`config.mk`:
```
export PLATFORM = sky130hd
export DESIGN_NAME = click_conditioner
export DESIGN_NICKNAME = d
export VERILOG_FILES = /design/src/rtl/click_pkg.sv /design/src/rtl/click_filter.sv /design/src/rtl/click_conditioner.sv
export SDC_FILE = /design/constraint.sdc
export NUM_CORES = 1
export LEC_CHECK = 0
export CORE_UTILIZATION = 63
export DETAILED_ROUTE_END_ITERATION = 8
export GPL_ROUTABILITY_DRIVEN = 0
export PLACE_DENSITY = 0.82
export SETUP_SLACK_MARGIN = 0.5
export SYNTH_ARGS = -nofsm -noshare
export SYNTH_HDL_FRONTEND = slang
export SYNTH_SLANG_ARGS = --single-unit
```
`constraint.sdc`:
```
create_clock -name clk -period 3.78 [get_ports clk]
set_clock_uncertainty 0.2 [all_clocks]
set_input_delay 0.756 -clock clk [delete_from_list [all_inputs] [get_ports clk]]
set_output_delay 0.756 -clock clk [all_outputs]
set_load 0.02 [all_outputs]
```
`src/rtl/click_pkg.sv`:
```
// Shared types and elaboration helpers for the click conditioner.
package click_pkg;

    typedef enum logic [1:0] {IDLE, PRESSED, LONG} click_state_t;

    // True when a counter of `width` bits can hold `value` without wrapping.
    function automatic bit counter_fits(int unsigned value, int unsigned width);
        return (width >= 32) || (value < (32'd1 << width));
    endfunction

endpackage

```
`src/rtl/click_filter.sv`:
```
// Two-flop synchronizer plus debounce filter for the raw push-button.
// `flip` is high in the cycle before `held` toggles so the FSM can strobe on the same edge.
module click_filter #(
    parameter int unsigned DEBOUNCE_CYCLES = 16,
    parameter int unsigned CNT_W           = 8
) (
    input  logic clk,
    input  logic rst,
    input  logic button,
    output logic held,
    output logic flip
);

    localparam logic [CNT_W-1:0] DB_LAST = CNT_W'(DEBOUNCE_CYCLES - 1);

    logic             sync1;
    logic             sync2;
    logic             btn_s;
    logic [CNT_W-1:0] db_cnt;

    assign btn_s = sync2;
    assign flip  = (btn_s != held) && (db_cnt == DB_LAST);

    always_ff @(posedge clk or posedge rst) begin
        if (rst) begin
            sync1  <= 1'b0;
            sync2  <= 1'b0;
            db_cnt <= '0;
            held   <= 1'b0;
        end else begin
            sync1 <= button;
            sync2 <= sync1;
            if ((btn_s == held) || flip) begin
                db_cnt <= '0;
            end else begin
                db_cnt <= db_cnt + 1'b1;
            end
            if (flip) begin
                held <= ~held;
            end
        end
    end

endmodule

```
`src/rtl/click_conditioner.sv`:
```
// Turns the bouncing button into single-cycle press/repeat strobes with long-press detection.
module click_conditioner
    import click_pkg::*;
#(
    parameter int unsigned DEBOUNCE_CYCLES = 16,
    parameter int unsigned LONG_CYCLES     = 64,
    parameter int unsigned REPEAT_CYCLES   = 16,
    parameter bit          REPEAT_EN       = 1'b1,
    parameter int unsigned CNT_W           = 8
) (
    input  logic clk,
    input  logic rst,
    input  logic button,
    output logic valid,
    output logic held,
    output logic long_press
);

    localparam bit CNT_OK = counter_fits(LONG_CYCLES, CNT_W) &&
                            counter_fits(REPEAT_CYCLES, CNT_W) &&
                            counter_fits(DEBOUNCE_CYCLES, CNT_W);

    if (!CNT_OK) begin : g_bad_cnt_w
        $error("click_conditioner: CNT_W too small for the configured cycle counts");
    end

    localparam logic [CNT_W-1:0] LONG_LAST = CNT_W'(LONG_CYCLES - 1);
    localparam logic [CNT_W-1:0] REP_LAST  = CNT_W'(REPEAT_CYCLES - 1);

    click_state_t     state;
    logic [CNT_W-1:0] hold_cnt;
    logic [CNT_W-1:0] rep_cnt;
    logic             flip;
    logic             rise;
    logic             fall;

    click_filter #(
        .DEBOUNCE_CYCLES(DEBOUNCE_CYCLES),
        .CNT_W          (CNT_W)
    ) u_filter (
        .clk   (clk),
        .rst   (rst),
        .button(button),
        .held  (held),
        .flip  (flip)
    );

    assign rise = flip & ~held;
    assign fall = flip & held;

    always_ff @(posedge clk or posedge rst) begin
        if (rst) begin
            state      <= IDLE;
            hold_cnt   <= '0;
            rep_cnt    <= '0;
            valid      <= 1'b0;
            long_press <= 1'b0;
        end else begin
            valid      <= 1'b0;
            long_press <= 1'b0;
            case (state)
                IDLE: begin
                    if (rise) begin
                        state    <= PRESSED;
                        valid    <= 1'b1;
                        hold_cnt <= '0;
                    end
                end
                PRESSED: begin
                    // Release wins over a coincident terminal count.
                    if (fall) begin
                        state    <= IDLE;
                        hold_cnt <= '0;
                    end else if (hold_cnt == LONG_LAST) begin
                        state      <= LONG;
                        long_press <= 1'b1;
                        valid      <= REPEAT_EN;
                        hold_cnt   <= '0;
                        rep_cnt    <= '0;
                    end else begin
                        hold_cnt <= hold_cnt + 1'b1;
                    end
                end
                LONG: begin
                    if (fall) begin
                        state   <= IDLE;
                        rep_cnt <= '0;
                    end else if (rep_cnt == REP_LAST) begin
                        valid   <= REPEAT_EN;
                        rep_cnt <= '0;
                    end else begin
                        rep_cnt <= rep_cnt + 1'b1;
                    end
                end
                default: begin
                    state <= IDLE;
                end
            endcase
        end
    end

endmodule

```
======== Yosys cells after proc, flatten, opt, wreduce, memory -nomap -nowiden ========
Cells that the tools add are included.
word-level totals
  flip-flop bits (word level) ............. 31
  input bits .............................. 3
  output and inout port bits .............. 3
  logic and storage cells ................. 57
cells by class
  add/subtract/negate cells ............... 3
  equality and inequality tests ........... 12
  mux-type cells .......................... 22
  bitwise operators ....................... 3
  reduce and logical (&&, ||, !) cells .... 8
operators by type and width
  cell                   number
  $mux W8                8
  $pmux W8 S2            2
  $add A8 B1 Y8 const B  3
  $eq A8 B4 Y1 const B   2
  $eq A8 B6 Y1 const B   1
  $mux W2                4
  $ne A2 B2 Y1 const B   4
  $mux W1                6
  $pmux W2 S3            1
  $reduce_and A3 Y1      2
  $reduce_bool A2 Y1     2
  $ne A3 B3 Y1 const B   1
  $pmux W1 S3            1
  $and A1 B1 Y1          2
  $eq A2 B1 Y1 const B   1
  $eq A2 B2 Y1 const B   1
  $logic_not A2 Y1       1
  $reduce_and A2 Y1      1
  $eq A1 B1 Y1           1
  $logic_and A1 B1 Y1    1
  $logic_or A1 B1 Y1     1
  $ne A1 B1 Y1           1
  $not A1 Y1             1

======== Logic depth before layout (Yosys ltp) ========
  word-level depth ........................ 5
  mapped depth ............................ 7
  gate-level depth less buffers ........... 5

======== Hierarchy ========
A second synthesis with hierarchy kept.
unflattened totals
  cells, all modules ...................... 158
  area total of the unflattened synthesis .. 1556.5 um^2
by module, submodules not included
  module             instances  cells each  area an instance (um^2)  sequential area each (um^2)
  click_conditioner  1          113         1069.8                   500.5
  click_filter       1          45          486.7                    275.3

======== Worst setup path after synthesis ========
OpenSTA, ideal clock, no wires.
  path kind ............................... register -> register
  from .................................... reg u_filter.db_cnt[0]
  to ...................................... reg rep_cnt[2]
  setup time .............................. 0.126 ns
  data arrival time ....................... 1.645 ns
  data required time ...................... 3.454 ns
  path slack .............................. 1.809 ns
  cell stages (with the launch flop) ...... 7
  path buffers ............................ 1
  period minus slack after synthesis ...... 1.971 ns
  cell sequence ........................... dfrtp_1 > ha_1 > and3_1 > buf_2 > a31o_2 > o21a_1 > a221o_1
between the ends
  word-level cells in the longest chain between the ends .. 5
  elaborated cells between the ends (all ways) .. 7
  those cells by class .................... 2 x eq/ne; 2 x mux; 1 x bitwise; 2 x reduce/logical
RTL lines
  what                                              line                     RTL
  start, declared                                   click_filter.sv:19       logic [CNT_W-1:0] db_cnt;
  start signal, assigned                            click_filter.sv:36       db_cnt <= db_cnt + 1'b1;
  $eq A8 B4 Y1 (*)                                  click_filter.sv:22       assign flip = (btn_s != held) && (db_cnt == DB_LAST);
  $logic_and A1 B1 Y1 (*)                           click_filter.sv:22
  $and A1 B1 Y1 (*)                                 click_conditioner.sv:49  assign fall = flip & held;
  $mux W8 or $ne A2 B2 Y1 (tied branches)           -
  $pmux W8 S2 or $reduce_and A3 Y1 (tied branches)  -
  end signal, assigned                              click_conditioner.sv:92  rep_cnt <= rep_cnt + 1'b1;
  end, declared                                     click_conditioner.sv:32  logic [CNT_W-1:0] rep_cnt;
Every way passes the cells marked *; elsewhere a longest branch is shown, timed or not.
A chain may end at the register's enable or synchronous reset.

======== Worst setup path after layout ========
  from .................................... reg u_filter.held
  to ...................................... out held
RTL lines
  what                    line                     RTL
  start, declared         click_filter.sv:10       output logic held,
  start signal, assigned  click_filter.sv:39       held <= ~held;
  end, declared           click_conditioner.sv:15  output logic held,
No word-level cell between the ends.

==> qor.csv <==
stage,metric,value,unit
run_status,status,finished clean,
sta,fin. max-slew vios,0,
final_layout,Area Growth Syn to Fin,10.5,%
sta,fmax,427,MHz
sta,Final Hold Viols,0,
logic_synthesis,Cell variety after synth,42,
critical_path,Required @ worst endpoint,2.82,ns
floorplan,DIE WIDTH,51.7,um
critical_path,cell family with most CP delay,buffers and inverters,
critical_path,"Max FO, Critical Path",5,
pwr,sequential share of power,54.3,%
route,Vias/cell,6.07,
sta,RSZ-0062 raised after global routing,false,
clock_network,worst skew pair latency,0.33,ns
pwr,Power Dens Cells,363,nW/um^2
global_routing,first-pass GRT wire length,5260,um
pwr,P_int,0.498,mW
final_layout,fin util,75.5,%
sta,Hold WS,0.163,ns
global_routing,vias in the first global route,1236,
logic_synthesis,cells after synthesis,153,
critical_path,CP cell instances,clkdlybuf4s50_1,
clock_network,Post-CTS Setup Inserts,0,
pwr,NetSw,0.126,mW
route,Wirelength per Cell,15.3,um
sta,Slew Limit Headroom,66.9,%
floorplan,std cell rows,17,
clock_network,clock-pin slew on the worst setup and hold paths,0.10,ns
pwr,Clk pwr share,43.0,%
pwr,P_leak,0.812,nW
final_layout,"most common cell after layout, fill and taps aside",dfrtp_1,
logic_synthesis,synth warn,0,
final_layout,"non-filler cells, final",193,
logic_synthesis,asr flop ratio synth,100,%
route,Initial DRC Count,22,
critical_path,CP bufs+invs,1,
place,DP HPWL,2110,um
run,number of max-cap violations,0,
final_layout,most frequent cells in the layout,"dfrtp_1 (31), nand2_1 (15), nand3_1 (12), nor2_1 (11)",
pwr,Comb pwr share,2.7,%
route,vias,1172,
floorplan,Die H,51.7,um
floorplan,die area,2670,um^2
final_layout,share of layout cells above drive strength 1,9.70,%
global_routing,remaining global-route overflow,0,
route,Final ANT Viol Nets,0,
floorplan,initial core utilization,68.3,%
clock_network,# resized after CTS,0,
logic_synthesis,Yosys reg bits,31,
clock_network,CTS H-Tree Depth,2,
route,Routed WL,2950,um
place,Placed Cells incl. Taps,185,
global_routing,pin count of the biggest net entering global routing,32,
min_path,HP Class,reg2reg,
place,IO buf count,5,
critical_path,Startpoint Class,flop,
sta,TNS Setup,0,ns
pwr,Max VDD drop,0.000252,V
critical_path,worst reg2reg path depth,5,
route,# DRC,0,
critical_path,max incr delay on CP,0.63,ns
critical_path,Critical Path Slowest Stage Cell,clkdlybuf4s50_1,
clock_network,CTS Root Cell,clkbuf_4,
clock_network,TritonCTS clock tree,yes,
floorplan,core region area,2280,um^2
logic_synthesis,syn_area_per_cell,10.2,um^2
logic_synthesis,synthesized area,1560,um^2
route,Pre-antenna DRT Iters,4,
critical_path,arrival time at the worst endpoint,1.39,ns
sta,# setup viols final,0,
floorplan,IO Pins,6,
final_layout,n_diodes,0,
clock_network,clock sink count,31,
final_layout,# nets final,170,
clock_network,maximum clock path buffer count,2,
global_routing,Total GRT Usage,27.6,%
critical_path,Worst path depth,1,
sta,fin crit share,62.0,%
logic_synthesis,sequential element share of the synthesized area,49.9,%
final_layout,# fillers,150,
pwr,Switching Share,20.2,%
sta,Least-Margin Pin Slew,0.494,ns
logic_synthesis,Synthesized Nets,159,
logic_synthesis,number of enable flip-flop cells after synthesis,0,
critical_path,WS Path Type,reg2out,
clock_network,hold buffer count at cts,0,
global_routing,initial antenna violation count,0,
critical_path,Critical Path Sink Type,output port,
pwr,Final Total Pwr,0.623,mW
sta,min Tclk post-route,2.34,ns
min_path,hold path depth,0,
logic_synthesis,commonest register cell after synthesis,dfrtp_1,
clock_network,Num CTS Buffers,5,
## state kept, by name (all words and copies together), names as in the netlist
name and cells:
hold_cnt 8, rep_cnt 8, u_filter.db_cnt 8, state 2, long_press 1, u_filter.btn_s 1, u_filter.held 1, u_filter.sync1 1
valid 1
## power groups by stage
stage | clock, mW | combinational (mW) | sequential (mW)
floorplan | 0 | 0.0113 | 0.344
global placement | 0 | 0.0168 | 0.345
detailed placement | 0 | 0.0176 | 0.345
CTS | 0.271 | 0.0176 | 0.339
global route | 0.291 | 0.0197 | 0.339
finish | 0.268 | 0.0168 | 0.339
## per-layer routing
layer  track usage, %  vias up  wire [um]
met5                0        -          0
li1                 -      574          -
met2             44.8       18       1420
met1             36.0      574       1420
met3             5.56        6         74
met4             11.7        0         42
## cell usage after synthesis (2+ instances only)
cell type,instances,area [um^2]
a31oi_1,6,37.5
o21ai_0,6,30.0
nand3_1,12,60.1
nand4_1,2,12.5
nand2b_1,5,31.3
dfrtp_1,31,776
xor2_1,5,43.8
nor2_1,11,41.3
and3_1,9,56.3
a31oi_2,2,25.0
nand2_1,15,56.3
xnor2_1,3,26.3
o211ai_1,3,22.5
inv_1,9,33.8
a221o_1,2,20.0
nor2b_1,2,12.5
ha_1,3,37.5
and2_1,3,18.8
## path summary, 6_finish.rpt
kind,from,to,slack [ns]
worst max register to register,u_filter.db_cnt[0]$_DFF_PP0_,rep_cnt[7]$_DFFE_PP0P_,1.66
worst min-delay path,u_filter.sync1$_DFF_PP0_,u_filter.btn_s$_DFF_PP0_,0.16
worst max-delay path,u_filter.held$_DFFE_PP0N_,held,1.44
worst min register to register,u_filter.sync1$_DFF_PP0_,u_filter.btn_s$_DFF_PP0_,0.16
max in group asynchronous,rst,hold_cnt[5]$_DFFE_PP0P_,2.50
min in group asynchronous,rst,rep_cnt[2]$_DFFE_PP0P_,0.59
## logic make-up after synthesis
logic type / count (synthesis) / share of synthesized area (%)
mux: 2 / 1.37
buf+inv: 11 / 3.22
xor+xnor: 8 / 4.51
flops: 31 / 49.9
simple gates: 69 / 24.7
compound gates: 29 / 13.9
fa+ha+maj: 3 / 2.41
## layout make-up
| class | count | area [um^2] | share of cell area [%] |
|---|---|---|---|
| multi-input cells | 111 | 729 | 42.5 |
| flip-flops and latches | 31 | 776 | 45.2 |
| inverters | 9 | 33.8 | 1.97 |
| well taps | 28 | 35.0 | 2.04 |
| clock inverters | 2 | 35.0 | 2.04 |
| repair buffers | 6 | 57.6 | 3.35 |
| clock buffers | 6 | 51.3 | 2.99 |
## stage by stage
step | worst slack [ns] | instance area (um^2)
after floorplan | 1.81 | 1560
after global placement | 1.77 | 1630
final | 1.44 | 1720
after global routing | 1.36 | 1720
after CTS | 1.44 | 1720
after detailed placement | 1.68 | 1630
(Power assumes the default switching activity.)
